### config.mk
export PLATFORM = sky130hd
export DESIGN_NAME = fifo_write_ctrl_flat
export DESIGN_NICKNAME = d
export VERILOG_FILES = /design/src/rtl/fifo_write_ctrl_if.sv /design/src/rtl/fifo_write_ctrl.sv /design/src/flat_wrapper.sv
export SDC_FILE = /design/constraint.sdc
export NUM_CORES = 1
export LEC_CHECK = 0
export ABC_AREA = 1
export BUFFER_PORTS_ARGS = -buffer_cell sky130_fd_sc_hd__buf_4
export CAP_MARGIN = 20
export CORE_UTILIZATION = 35
export DETAILED_ROUTE_END_ITERATION = 8
export HOLD_SLACK_MARGIN = 0.05
export PLACE_DENSITY = 0.66
export SETUP_SLACK_MARGIN = 0.02
export SLEW_MARGIN = 10
export SYNTH_ARGS = -nofsm -noshare
export SYNTH_HDL_FRONTEND = slang
export SYNTH_SLANG_ARGS = --single-unit
export TNS_END_PERCENT = 20
### constraint.sdc
create_clock -name CLK -period 5.35 [get_ports CLK]
set_clock_uncertainty 0.2 [all_clocks]
set_input_delay 0.2675 -clock CLK [delete_from_list [all_inputs] [get_ports CLK]]
set_output_delay 0.2675 -clock CLK [all_outputs]
set_load 0.01 [all_outputs]
### src/rtl/fifo_write_ctrl_if.sv
`default_nettype none
// +--------------------------------------------------------------------+
// | fifo_write_ctrl_if : producer/read-pointer/memory bus of write ctrl |
// | rev 1.0                                                            |
// +--------------------------------------------------------------------+
interface fifo_write_ctrl_if #(
  parameter int DATA_W = 8,
  parameter int DEPTH  = 16
);
  localparam int AW = $clog2(DEPTH);

  logic              wr_en;
  logic [DATA_W-1:0] wr_data;
  logic              err_clr;
  logic [AW:0]       rd_ptr;
  logic              fifo_full;
  logic              fifo_almost_full;
  logic              fifo_wr_err;
  logic [AW:0]       wr_count;
  logic              mem_wr_en;
  logic [AW-1:0]     mem_waddr;
  logic [DATA_W-1:0] mem_wdata;

  modport master (
    output wr_en, wr_data, err_clr, rd_ptr,
    input  fifo_full, fifo_almost_full, fifo_wr_err, wr_count,
    input  mem_wr_en, mem_waddr, mem_wdata
  );

  modport slave (
    input  wr_en, wr_data, err_clr, rd_ptr,
    output fifo_full, fifo_almost_full, fifo_wr_err, wr_count,
    output mem_wr_en, mem_waddr, mem_wdata
  );
endinterface
`default_nettype wire

### src/rtl/fifo_write_ctrl.sv
`default_nettype none
// +--------------------------------------------------------------------+
// | fifo_write_ctrl : write-side controller of the synchronous FIFO    |
// | rev 1.0                                                            |
// +--------------------------------------------------------------------+
module fifo_write_ctrl #(
  parameter int DATA_W    = 8,
  parameter int DEPTH     = 16,
  parameter int AF_THRESH = 12
) (
  input  logic            CLK,
  input  logic            nRST,
  fifo_write_ctrl_if.slave bus
);
  localparam int AW = $clog2(DEPTH);
  localparam logic [AW:0] c_depth = (AW+1)'(DEPTH);
  localparam logic [AW:0] c_af    = (AW+1)'(AF_THRESH);

  logic [AW:0]       r_wr_ptr;
  logic              r_full;
  logic              r_almost_full;
  logic              r_wr_err;
  logic [AW:0]       r_wr_count;
  logic              r_mem_wr_en;
  logic [AW-1:0]     r_mem_waddr;
  logic [DATA_W-1:0] r_mem_wdata;

  logic [AW:0]       w_occ;
  logic              w_full_now;
  logic              w_accept;
  logic              w_overflow;
  logic [AW:0]       w_wr_ptr_next;
  logic [AW:0]       w_occ_next;

  // Acceptance uses the live read pointer; the flags lag it by one cycle.
  always_comb begin
    w_occ         = r_wr_ptr - bus.rd_ptr;
    w_full_now    = (w_occ == c_depth);
    w_accept      = bus.wr_en & ~w_full_now;
    w_overflow    = bus.wr_en & w_full_now;
    w_wr_ptr_next = r_wr_ptr + {{AW{1'b0}}, w_accept};
    w_occ_next    = w_wr_ptr_next - bus.rd_ptr;
  end

  always_ff @(posedge CLK or negedge nRST) begin
    if (!nRST) begin
      r_wr_ptr      <= '0;
      r_full        <= 1'b0;
      r_almost_full <= 1'b0;
      r_wr_err      <= 1'b0;
      r_wr_count    <= '0;
      r_mem_wr_en   <= 1'b0;
      r_mem_waddr   <= '0;
      r_mem_wdata   <= '0;
    end else begin
      r_wr_ptr      <= w_wr_ptr_next;
      r_wr_count    <= w_occ_next;
      r_full        <= (w_occ_next == c_depth);
      r_almost_full <= (w_occ_next >= c_af);
      r_mem_wr_en   <= w_accept;
      if (w_accept) begin
        r_mem_waddr <= r_wr_ptr[AW-1:0];
        r_mem_wdata <= bus.wr_data;
      end
      // A new overflow outranks a simultaneous clear.
      if (w_overflow) begin
        r_wr_err <= 1'b1;
      end else if (bus.err_clr) begin
        r_wr_err <= 1'b0;
      end
    end
  end

  assign bus.fifo_full        = r_full;
  assign bus.fifo_almost_full = r_almost_full;
  assign bus.fifo_wr_err      = r_wr_err;
  assign bus.wr_count         = r_wr_count;
  assign bus.mem_wr_en        = r_mem_wr_en;
  assign bus.mem_waddr        = r_mem_waddr;
  assign bus.mem_wdata        = r_mem_wdata;

endmodule
`default_nettype wire

### src/flat_wrapper.sv
// flat-port wrapper written by rule: the top's interface ports become plain ports
module fifo_write_ctrl_flat 
#(
  parameter int DATA_W    = 8,
  parameter int DEPTH     = 16,
  parameter int AF_THRESH = 12
)
  (CLK, nRST, bus_wr_en, bus_wr_data, bus_err_clr, bus_rd_ptr, bus_fifo_full, bus_fifo_almost_full, bus_fifo_wr_err, bus_wr_count, bus_mem_wr_en, bus_mem_waddr, bus_mem_wdata);
  fifo_write_ctrl_if #(.DATA_W(DATA_W), .DEPTH(DEPTH)) bus_i ();
  input  logic CLK;
  input  logic nRST;
  input wire logic [$bits(bus_i.wr_en)-1:0] bus_wr_en;
  input wire logic [$bits(bus_i.wr_data)-1:0] bus_wr_data;
  input wire logic [$bits(bus_i.err_clr)-1:0] bus_err_clr;
  input wire logic [$bits(bus_i.rd_ptr)-1:0] bus_rd_ptr;
  output wire logic [$bits(bus_i.fifo_full)-1:0] bus_fifo_full;
  output wire logic [$bits(bus_i.fifo_almost_full)-1:0] bus_fifo_almost_full;
  output wire logic [$bits(bus_i.fifo_wr_err)-1:0] bus_fifo_wr_err;
  output wire logic [$bits(bus_i.wr_count)-1:0] bus_wr_count;
  output wire logic [$bits(bus_i.mem_wr_en)-1:0] bus_mem_wr_en;
  output wire logic [$bits(bus_i.mem_waddr)-1:0] bus_mem_waddr;
  output wire logic [$bits(bus_i.mem_wdata)-1:0] bus_mem_wdata;
  assign bus_i.wr_en = bus_wr_en;
  assign bus_i.wr_data = bus_wr_data;
  assign bus_i.err_clr = bus_err_clr;
  assign bus_i.rd_ptr = bus_rd_ptr;
  assign bus_fifo_full = bus_i.fifo_full;
  assign bus_fifo_almost_full = bus_i.fifo_almost_full;
  assign bus_fifo_wr_err = bus_i.fifo_wr_err;
  assign bus_wr_count = bus_i.wr_count;
  assign bus_mem_wr_en = bus_i.mem_wr_en;
  assign bus_mem_waddr = bus_i.mem_waddr;
  assign bus_mem_wdata = bus_i.mem_wdata;
  fifo_write_ctrl #(.DATA_W(DATA_W), .DEPTH(DEPTH), .AF_THRESH(AF_THRESH)) u_core (.CLK(CLK), .nRST(nRST), .bus(bus_i));
endmodule
==> results by group, run 1 <==
Final layout
  • Final nets: around 230
  • Share of cells above drive strength 1: approximately a third
  • Finished Cell Area: ~1900 sq um
  • Diode count: 0
  • Final Non-Filler Cells: roughly 250
  • Layout area overhead: 33.5%
  • Post-route core utilization: 50.0%

Power and ir drop
  • Pwr/cell area: 535 nW/um^2
  • Peak supply drop: 238 uV
  • Leakage power: 1.04 nW
  • Total power: 1.01 mW

Synthesis
  • Cells after Synth: 149
  • Post-synthesis cell area: 1410 sq um
  • Avg Inst Size Synth: 9.47 sq um
  • Sequential cell area fraction in the yosys report: 46.1%
  • Synth unique cells: 25
  • Yosys reg bits: 26
  • Yosys warning count: 0
  • Syn_nets: 177

Setup path
  • Worst reg2reg startpoint: u_core.r_wr_ptr[3]
  • Critical path capture point type: flip-flop
  • Critical path type: reg -> reg
  • CP Data Required Time: 5300 ps
  • Crit path max fanout: 13
  • Flop2flop setup slack: 1920 ps
  • FF-to-FF End: u_core.bus.fifo_almost_full
  • Data arrival, critical path: 3380 ps
  • CP startpoint kind: flip-flop
  • Worst r2r path cells: 17

Placement
  • Number of buffers added on ports: 37
  • RD Place Congestion: 0.754
  • DP HPWL: between 2 and 2.5 mm
  • DP Cell Count: 231
  • Post-DP Area: about 1700 sq um
  • DP Worst Slack: roughly 1900 ps

Routing
  • DRT Wirelength: about 2.7 mm
  • Antenna Nets Post-Route: 0
  • DRC Markers: 0
  • Vias: 1,094
  • TritonRoute pass-1 iters: 4
  • Initial DRC count: 37
  • Vias per cell: 4.47
  • Routed len/inst: roughly 11 um

STA
  • Setup_tns: 0 ps
  • Final WS setup: 1920 ps
  • Worst Tran Pin Value: 340 ps
  • Slew Limit Fails: 0
  • Setup-failing EPs final: 0
  • Hold_ws: 90.6 ps
  • Max-slew headroom: approximately 77%
  • Tmin final: between 3000 and 4000 ps
  • Unrepaired setup endpoints after global routing: false
  • Max Freq: 0.292 GHz
  • Final worst-path cycle share: 64.0%
  • Hold Vio Cnt, Final: 0

Min path
  • Worst hold path depth: 3
  • WHS Endpoint: u_core.bus.wr_count[0]
  • Hold Path Origin: bus_rd_ptr[0]
  • Hold crit path type: in -> reg

Global routing
  • GR Overflow Total: 0
  • GR Util All Layers: 13.6%
  • Largest net degree at the start of global routing: 27
  • First-pass GRT wire length: ~4.4 mm
  • Initial antenna violation count: 0
  • Vias in the first global route: 1,006

CTS
  • Post-CTS setup buffers: 0
  • CTS tree: built
  • Clock-pin slew on the worst setup and hold paths: 90 ps
  • Clock Latency Late Sink: between 200 and 300 ps
  • CTS hold repair buffers: 10
  • CTS H-tree depth: 1
  • Clk Tree Root Cell: clkbuf_8
  • Post-CTS sizing: 0
  • CTS buffer count: 3
  • # clock sinks: 26
  • Deepest clock path buffer count: 2

Flow run
  • Max-cap violation count: 0

Die
  • Die H: approximately 66 um
  • CORE AREA: 3770 sq um
  • Chip Width: between 60 and 70 um
  • Die area: 4290 sq um
  • Initial Util: 37.4%
  • Row count: 22
  • IO Pins: 38

Outcome
  • Status: complete, no violations
metal layers:
metal	GRT usage, %	vias up	part of all wire, %
met3	2.08	4	3.6
met2	20.6	28	41
met4	6.52	0	1.6
met5	0	-	0
met1	18.8	505	54
li1	-	557	-
cells in the final DEF (no fill, tap or decap):
cell / instances
nand3_2: 12
o22ai_2: 1
o21bai_1: 1
ha_1: 10
o21ai_0: 1
nor3_1: 1
nand3_1: 5
fa_1: 1
nor2_1: 3
o21ai_1: 1
inv_2: 4
buf_4: 37
dlygate4sd3_1: 10
dfrtp_1: 26
nand2_1: 42
bufinv_16: 1
xnor2_1: 3
o21bai_4: 1
nand2_4: 1
clkbuf_8: 3
inv_1: 23
nand2_2: 2
a21oi_2: 1
a21oi_1: 2
xor2_1: 4
nor2_2: 1
report_power, final:
| part | internal (mW) | total [mW] | switching, mW |
|---|---|---|---|
| logic | 0.227 | 0.516 | 0.289 |
| registers | 0.279 | 0.328 | 0.0499 |
| clock network | 0.100 | 0.164 | 0.0636 |
| total | 0.606 | 1.01 | 0.402 |
synth_stat cells (all sizes together):
library cell | instances | area share [%]
a21oi | 3 | 1.3
buf | 3 | 2.6
dfrtp | 26 | 46
fa | 1 | 1.4
ha | 10 | 8.9
inv | 27 | 7.2
nand2 | 45 | 13
nand3 | 17 | 10
nor2 | 4 | 1.2
nor3 | 1 | 0.35
o21ai | 2 | 0.71
o21bai | 2 | 1.9
o22ai | 1 | 0.89
xnor2 | 3 | 1.9
xor2 | 4 | 2.5
layout make-up:
cell class | count | area [sq um]
timing repair buffer | 47 | 378
tap | 48 | 60.1
sequential | 26 | 651
inverter | 27 | 101
clock inverter | 1 | 30.0
multi-input combinational | 93 | 623
fill | 346 | 1890
clock buffer | 3 | 41.3
cell families (layout without fill, tap and decap cells):
| family | count (synthesis) | after routing | share of synthesized area [%] |
|---|---|---|---|
| adder cells (fa/ha/maj) | 11 | 11 | 10.3 |
| AND/OR/NAND/NOR | 67 | 67 | 24.7 |
| flip-flops | 26 | 26 | 46.1 |
| AO/OA/AOI/OAI | 8 | 8 | 4.79 |
| buffers and inverters | 30 | 78 | 9.75 |
| XOR/XNOR | 7 | 7 | 4.34 |
critical path, stage by stage, from the launching register on:
cell and delay [ps]:
dfrtp_1 440, ha_1 350, inv_2 80, nand2_1 60
nand3_2 80, nand3_2 100, o21bai_4 300, inv_1 100
ha_1 220, ha_1 330, inv_1 70, fa_1 430
o21bai_1 150, a21oi_1 90, inv_1 60, nand2_1 40
nand2_1 110, o21ai_0 90
sequential cells by signal (all words and copies together) (netlist names):
name and flops:
u_core.bus.wr_count 5, u_core.bus.fifo_full 1, u_core.bus.fifo_almost_full 1, u_core.bus.fifo_wr_err 1, u_core.bus.mem_waddr 4, u_core.bus.mem_wr_en 1, u_core.r_wr_ptr 5, u_core.bus.mem_wdata 8
worst max path at each step:
stage	startpoint	endpoint	slack (ps)	cells after the start
floorplan	u_core.r_wr_ptr[3]	u_core.bus.fifo_almost_full	2270	18
CTS	u_core.r_wr_ptr[3]	u_core.bus.fifo_almost_full	1900	17
detailed placement	u_core.r_wr_ptr[3]	u_core.bus.fifo_almost_full	1910	17
global route	u_core.r_wr_ptr[3]	u_core.bus.fifo_full	1680	16
finish	u_core.r_wr_ptr[3]	u_core.bus.fifo_almost_full	1920	17
global placement	bus_rd_ptr[3]	u_core.bus.fifo_almost_full	1970	19
Note: power is estimated with default switching activity, not from simulation.
==> inputs of run 2 (changes only) <==
--- a/config.mk
+++ b/config.mk
@@ -11,7 +11,7 @@
 export CORE_UTILIZATION = 35
 export DETAILED_ROUTE_END_ITERATION = 8
 export HOLD_SLACK_MARGIN = 0.05
-export PLACE_DENSITY = 0.66
+export PLACE_DENSITY = 0.68
 export SETUP_SLACK_MARGIN = 0.02
 export SLEW_MARGIN = 10
 export SYNTH_ARGS = -nofsm -noshare
==> constraint.sdc (replaced) <==
create_clock -name CLK -period 2.8 [get_ports CLK]
set_clock_uncertainty 0.2 [all_clocks]
set_input_delay 0.14 -clock CLK [delete_from_list [all_inputs] [get_ports CLK]]
set_output_delay 0.14 -clock CLK [all_outputs]
set_load 0.01 [all_outputs]
==> results by group, run 2 (synthesized netlist as in run 1, its figures left out) <==
Final layout
  • Final nets: 248 (+9.7%)
  • Final Non-Filler Cells: 267 (+9.0%)
  • Layout area overhead: 53.7%
  • Most common cell after layout, fill and taps aside: buf_4
  • Finished Cell Area: 2170 sq um (+15%)
  • Filler cells: 333 (-3.8%)
  • Commonest non-fill, non-tap cells in the layout: buf_4 (48), nand2_1 (41), dfrtp_1 (26), inv_1 (21), dlygate4sd3_1 (21)
  • Diode count: 0 (unchanged)
  • Post-route core utilization: 57.5% (+7.6 points)
  • Share of cells above drive strength 1: 40.6% (+8.2 points)
  • Number of flip-flops in the largest register: 8 (unchanged)

Die
  • Die H: 65.5 um (unchanged)
  • Initial Util: 37.4% (unchanged)
  • CORE AREA: 3770 sq um (unchanged)
  • Chip Width: 65.5 um (unchanged)
  • Die area: 4290 sq um (unchanged)
  • IO Pins: 38 (unchanged)
  • Row count: 22 (unchanged)

Routing
  • Vias: 1,204 (+10%)
  • Antenna Nets Post-Route: 0 (unchanged)
  • DRT Wirelength: 3.26 mm (+21%)
  • Initial DRC count: 41 (+11%)
  • Vias per cell: 4.51 (+0.99%)
  • Routed len/inst: 12.2 um (+11%)
  • TritonRoute pass-1 iters: 4 (unchanged)
  • DRC Markers: 0 (unchanged)

Global routing
  • GR Overflow Total: 0 (unchanged)
  • Initial antenna violation count: 0 (unchanged)
  • Vias in the first global route: 1,244 (+24%)
  • Largest net degree at the start of global routing: 27 (unchanged)
  • First-pass GRT wire length: 5.38 mm (+22%)
  • GR Util All Layers: 16.6% (+3.0 points)

STA
  • Max Freq: 0.347 GHz (+19%)
  • Final WS setup: -83.3 ps (-2010 ps)
  • Setup-failing EPs final: 3 (+3)
  • Worst Tran Pin Value: 352 ps (+11.9 ps)
  • Unrepaired setup endpoints after global routing: true
  • Hold Vio Cnt, Final: 0 (unchanged)
  • Max-slew headroom: 76.4% (-0.90 points)
  • Hold_ws: 101 ps (+10.4 ps)
  • Setup_tns: -144 ps (-144 ps)
  • Tmin final: 2880 ps (-542 ps)
  • Final worst-path cycle share: 103% (+39 points)
  • Slew Limit Fails: 0 (unchanged)

CTS
  • Clk Tree Root Cell: clkbuf_8
  • CTS tree: built
  • Post-CTS setup buffers: 0 (unchanged)
  • CTS buffer count: 3 (unchanged)
  • Clock Latency Late Sink: 270 ps (about the same)
  • Clock-pin slew on the worst setup and hold paths: 90 ps (about the same)
  • Deepest clock path buffer count: 2 (unchanged)
  • # clock sinks: 26 (unchanged)
  • CTS H-tree depth: 1 (unchanged)

Placement
  • DP Worst Slack: -119 ps (-2030 ps)
  • DP Cell Count: 242 (+4.8%)
  • RD Place Congestion: 0.761 (+1.0%)
  • DP HPWL: 2.25 mm (+10%)
  • Number of buffers added on ports: 37 (unchanged)
  • Post-DP Area: 1840 sq um (+7.3%)

Power and ir drop
  • Peak supply drop: 445 uV (+87%)
  • Leakage power: 1.12 nW (+8.2%)
  • Pwr/cell area: 1010 nW/um^2 (+90%)
  • Total power: 2.20 mW (+120%)

Setup path
  • CP most frequent cell: ha_4
  • CP Data Required Time: 2810 ps (-2490 ps)
  • CP startpoint kind: flip-flop
  • Crit path max fanout: 4 (-9)
  • Max incr delay on CP: 510 ps (+70 ps)
  • Data arrival, critical path: 2890 ps (-490 ps)
  • Critical path type: reg -> reg
  • CP Cell Sequence: ha_4 > inv_2 > a21oi_2 > nand2_2 > o21bai_4 > inv_4 > ha_4 > inv_1 > ha_4 > fa_2 > inv_1 > nor3_2 > nand2_1 > nor2_1
  • Critical path capture point type: flip-flop
  • Slowest-stage cell, CP: fa_2
  • Flop2flop setup slack: -80 ps (-2010 ps)

Min path
  • Hold crit path type: in -> async

Outcome
  • Failing checks: setup timing
  • Status: complete, but fails checks

Flow run
  • Max-cap violation count: 0 (unchanged)
run 2: cell type report:
class | count | area, sq um | share of cell area, %
multi-input cells | 93 | 729 | 33.6
flip-flops and latches | 26 | 651 | 30.0
repair buffers | 69 | 571 | 26.3
inverters | 27 | 104 | 4.79
well taps | 48 | 60.1 | 2.77
clock buffers | 4 | 55.1 | 2.54
run 2: layer usage:
metal,vias up,part of all wire (%),GRT usage (%)
li1,596,-,-
met1,573,43,19.4
met2,30,52,30.7
met3,5,4.1,2.78
met4,0,1.1,4.89
met5,-,0,0
run 2: final timing paths:
path | from | end | depth (start not counted)
worst min-delay path | nRST | u_core.bus.mem_wr_en | 2
max in group asynchronous | nRST | u_core.r_wr_ptr[2] | 2
min in group CLK | bus_rd_ptr[4] | u_core.bus.mem_wr_en | 6
worst max-delay path | u_core.r_wr_ptr[3] | u_core.bus.fifo_full | 14
worst min register to register | u_core.bus.mem_wdata[5] | u_core.bus.mem_wdata[5] | 2
worst max register to register | u_core.r_wr_ptr[3] | u_core.bus.fifo_full | 14
run 2: repair_timing:
| action | CTS | global route |
|---|---|---|
| gates resized for setup | 8 | 3 |
| hold buffers | 21 | 0 |
| endpoints found under the setup margin | 4 | 5 |
| pin swaps | 13 | 2 |
| endpoints found under the hold margin | 40 | 0 |
run 2: where the power goes:
group / internal [mW] / total, mW / switching (mW)
logic: 0.647 / 1.35 / 0.701
clock network: 0.126 / 0.246 / 0.120
registers: 0.533 / 0.608 / 0.0753
run 2: critical path, delay by kind of cell, from the launching register on:
kind                       cells  cell delay, ps
DFF                            1             420
adders and majority gates      4            1230
buffers and inverters          4             200
AOI/OAI and AO/OA              2             320
and+or+nand+nor                4             450
==> inputs of run 3 (changes only) <==
--- a/config.mk
+++ b/config.mk
@@ -13,6 +13,7 @@
 export HOLD_SLACK_MARGIN = 0.05
 export PLACE_DENSITY = 0.68
 export SETUP_SLACK_MARGIN = 0.02
+export SKIP_CTS_REPAIR_TIMING = 1
 export SLEW_MARGIN = 10
 export SYNTH_ARGS = -nofsm -noshare
 export SYNTH_HDL_FRONTEND = slang
==> results by group, run 3 (synthesized netlist as in run 1, its figures left out) <==
CTS
  • # clock sinks: 26 (unchanged)
  • CTS H-tree depth: 1 (unchanged)
  • Clock-pin slew on the worst setup and hold paths: 90 ps (about the same)
  • Clock Latency Late Sink: 270 ps (about the same)
  • CTS tree: built
  • CTS buffer count: 3 (unchanged)
  • Deepest clock path buffer count: 2 (unchanged)
  • Clk Tree Root Cell: clkbuf_8

Setup path
  • CP startpoint kind: flip-flop
  • Crit path max fanout: 4 (unchanged)
  • Critical path capture point type: flip-flop
  • Setup crit start: u_core.r_wr_ptr[3]
  • Flop2flop setup slack: -90 ps (about the same)
  • FF-to-FF End: u_core.bus.fifo_almost_full
  • Critical path type: reg -> reg
  • CP most frequent cell: ha_4
  • Worst reg2reg startpoint: u_core.r_wr_ptr[3]
  • CP Cell Sequence: ha_4 > inv_2 > a21oi_2 > nand2_2 > o21bai_4 > inv_4 > ha_4 > ha_4 > inv_1 > fa_2 > xnor2_1 > inv_1 > o21ai_2
  • Worst setup endpoint: u_core.bus.fifo_almost_full
  • Worst r2r path cells: 13 (-1)
  • CP Data Required Time: 2800 ps (about the same)
  • Slowest-stage cell, CP: dfrtp_1
  • Max incr delay on CP: 420 ps (-90 ps)
  • Data arrival, critical path: 2900 ps (about the same)

Global routing
  • Largest net degree at the start of global routing: 27 (unchanged)
  • First-pass GRT wire length: 4.78 mm (-11%)
  • GR Util All Layers: 14.6% (-2.0 points)
  • Initial antenna violation count: 0 (unchanged)
  • GR Overflow Total: 0 (unchanged)
  • Vias in the first global route: 1,094 (-12%)

Power and ir drop
  • Leakage power: 1.12 nW (-0.22%)
  • Peak supply drop: 520 uV (+17%)
  • Total power: 2.31 mW (+4.7%)
  • Pwr/cell area: 1050 nW/um^2 (+3.5%)

STA
  • Setup_tns: -249 ps (-105 ps)
  • Slew Limit Fails: 0 (unchanged)
  • Tmin final: 2890 ps (+10.5 ps)
  • Final WS setup: -93.8 ps (-10.5 ps)
  • Max Freq: 0.346 GHz (-0.36%)
  • Unrepaired setup endpoints after global routing: true
  • Setup-failing EPs final: 4 (+1)
  • Worst Tran Pin Value: 352 ps (+0.336 ps)
  • Final worst-path cycle share: 103% (+0.37 points)
  • Max-slew headroom: 76.4% (about the same)
  • Hold Vio Cnt, Final: 0 (unchanged)

Final layout
  • Layout area overhead: 55.5%
  • Finished Cell Area: 2190 sq um (+1.2%)
  • Commonest non-fill, non-tap cells in the layout: buf_4 (49), nand2_1 (39), dfrtp_1 (26), inv_1 (21), dlygate4sd3_1 (19)
  • Diode count: 0 (unchanged)
  • Post-route core utilization: 58.2% (+0.66 points)
  • Share of cells above drive strength 1: 44.0% (+3.4 points)
  • Most common cell after layout, fill and taps aside: buf_4
  • Final nets: 247 (-0.40%)
  • Number of flip-flops in the largest register: 8 (unchanged)
  • Filler cells: 323 (-3.0%)

Routing
  • Vias per cell: 4.53 (+0.38%)
  • Initial DRC count: 25 (-39%)
  • DRT Wirelength: 3.29 mm (+0.86%)
  • Antenna Nets Post-Route: 0 (unchanged)
  • Routed len/inst: 12.4 um (+1.2%)
  • TritonRoute pass-1 iters: 4 (unchanged)
  • Vias: 1,204 (unchanged)
  • DRC Markers: 0 (unchanged)

Die
  • Initial Util: 37.4% (unchanged)
  • Row count: 22 (unchanged)
  • CORE AREA: 3770 sq um (unchanged)
  • Chip Width: 65.5 um (unchanged)
  • Die area: 4290 sq um (unchanged)
  • Die H: 65.5 um (unchanged)
  • IO Pins: 38 (unchanged)

Outcome
  • Failing checks: setup timing
  • Status: complete, but fails checks

Placement
  • DP HPWL: 2.25 mm (unchanged)
  • Number of buffers added on ports: 37 (unchanged)
  • Post-DP Area: 1840 sq um (unchanged)
  • RD Place Congestion: 0.761 (unchanged)

Min path
  • Hold crit path type: in -> async

Flow run
  • Max-cap violation count: 0 (unchanged)
run 3: critical path, delay by kind of cell, from the launching register on:
family	cells	cell delay (ps)
compound gates	3	470
xor+xnor	1	320
fa+ha+maj	4	1100
buf+inv	4	240
flops	1	420
simple gates	1	80
run 3: layer usage:
metal | up-vias | global-route usage, % | part of all wire (%)
li1 | 595 | - | -
met2 | 28 | 25.1 | 52
met1 | 576 | 18.3 | 43
met3 | 5 | 2.78 | 3.5
met4 | 0 | 4.89 | 1.0
met5 | - | 0 | 0
run 3: report_power, final:
group | internal, mW | leakage [nW] | switching [mW] | total [mW]
logic | 0.706 | 0.777 | 0.743 | 1.45
registers | 0.533 | 0.312 | 0.0759 | 0.609
clock network | 0.126 | 0.0288 | 0.122 | 0.248
run 3: worst min path at each step:
| stage | startpoint | endpoint | depth (start not counted) |
|---|---|---|---|
| floorplan | nRST | u_core.bus.fifo_almost_full | 0 |
| global placement | nRST | u_core.bus.mem_wdata[5] | 1 |
| detailed placement | nRST | u_core.bus.mem_wdata[5] | 1 |
| CTS | nRST | u_core.bus.mem_wr_en | 1 |
| global route | nRST | u_core.bus.fifo_full | 2 |
| finish | nRST | u_core.bus.mem_wdata[5] | 2 |
run 3: final cells by class:
cell class                      count  area (sq um)  area share, %
Tap cell                           48          60.1           2.74
Multi-Input combinational cell     93           767           34.9
Timing Repair Buffer               68           558           25.4
Inverter                           27           104           4.73
Clock buffer                        4          55.1           2.51
Sequential cell                    26           651           29.6
run 3: metrics by stage:
step           hold WS (ps)  instances  worst slack (ps)
2_1_floorplan          -356        149              -135
3_3_place_gp           -132        242             -56.4
3_5_place_dp           -133        242              -119
4_1_cts                -434        246              -151
5_1_grt                 133        266              -236
6_report                102        266             -93.8
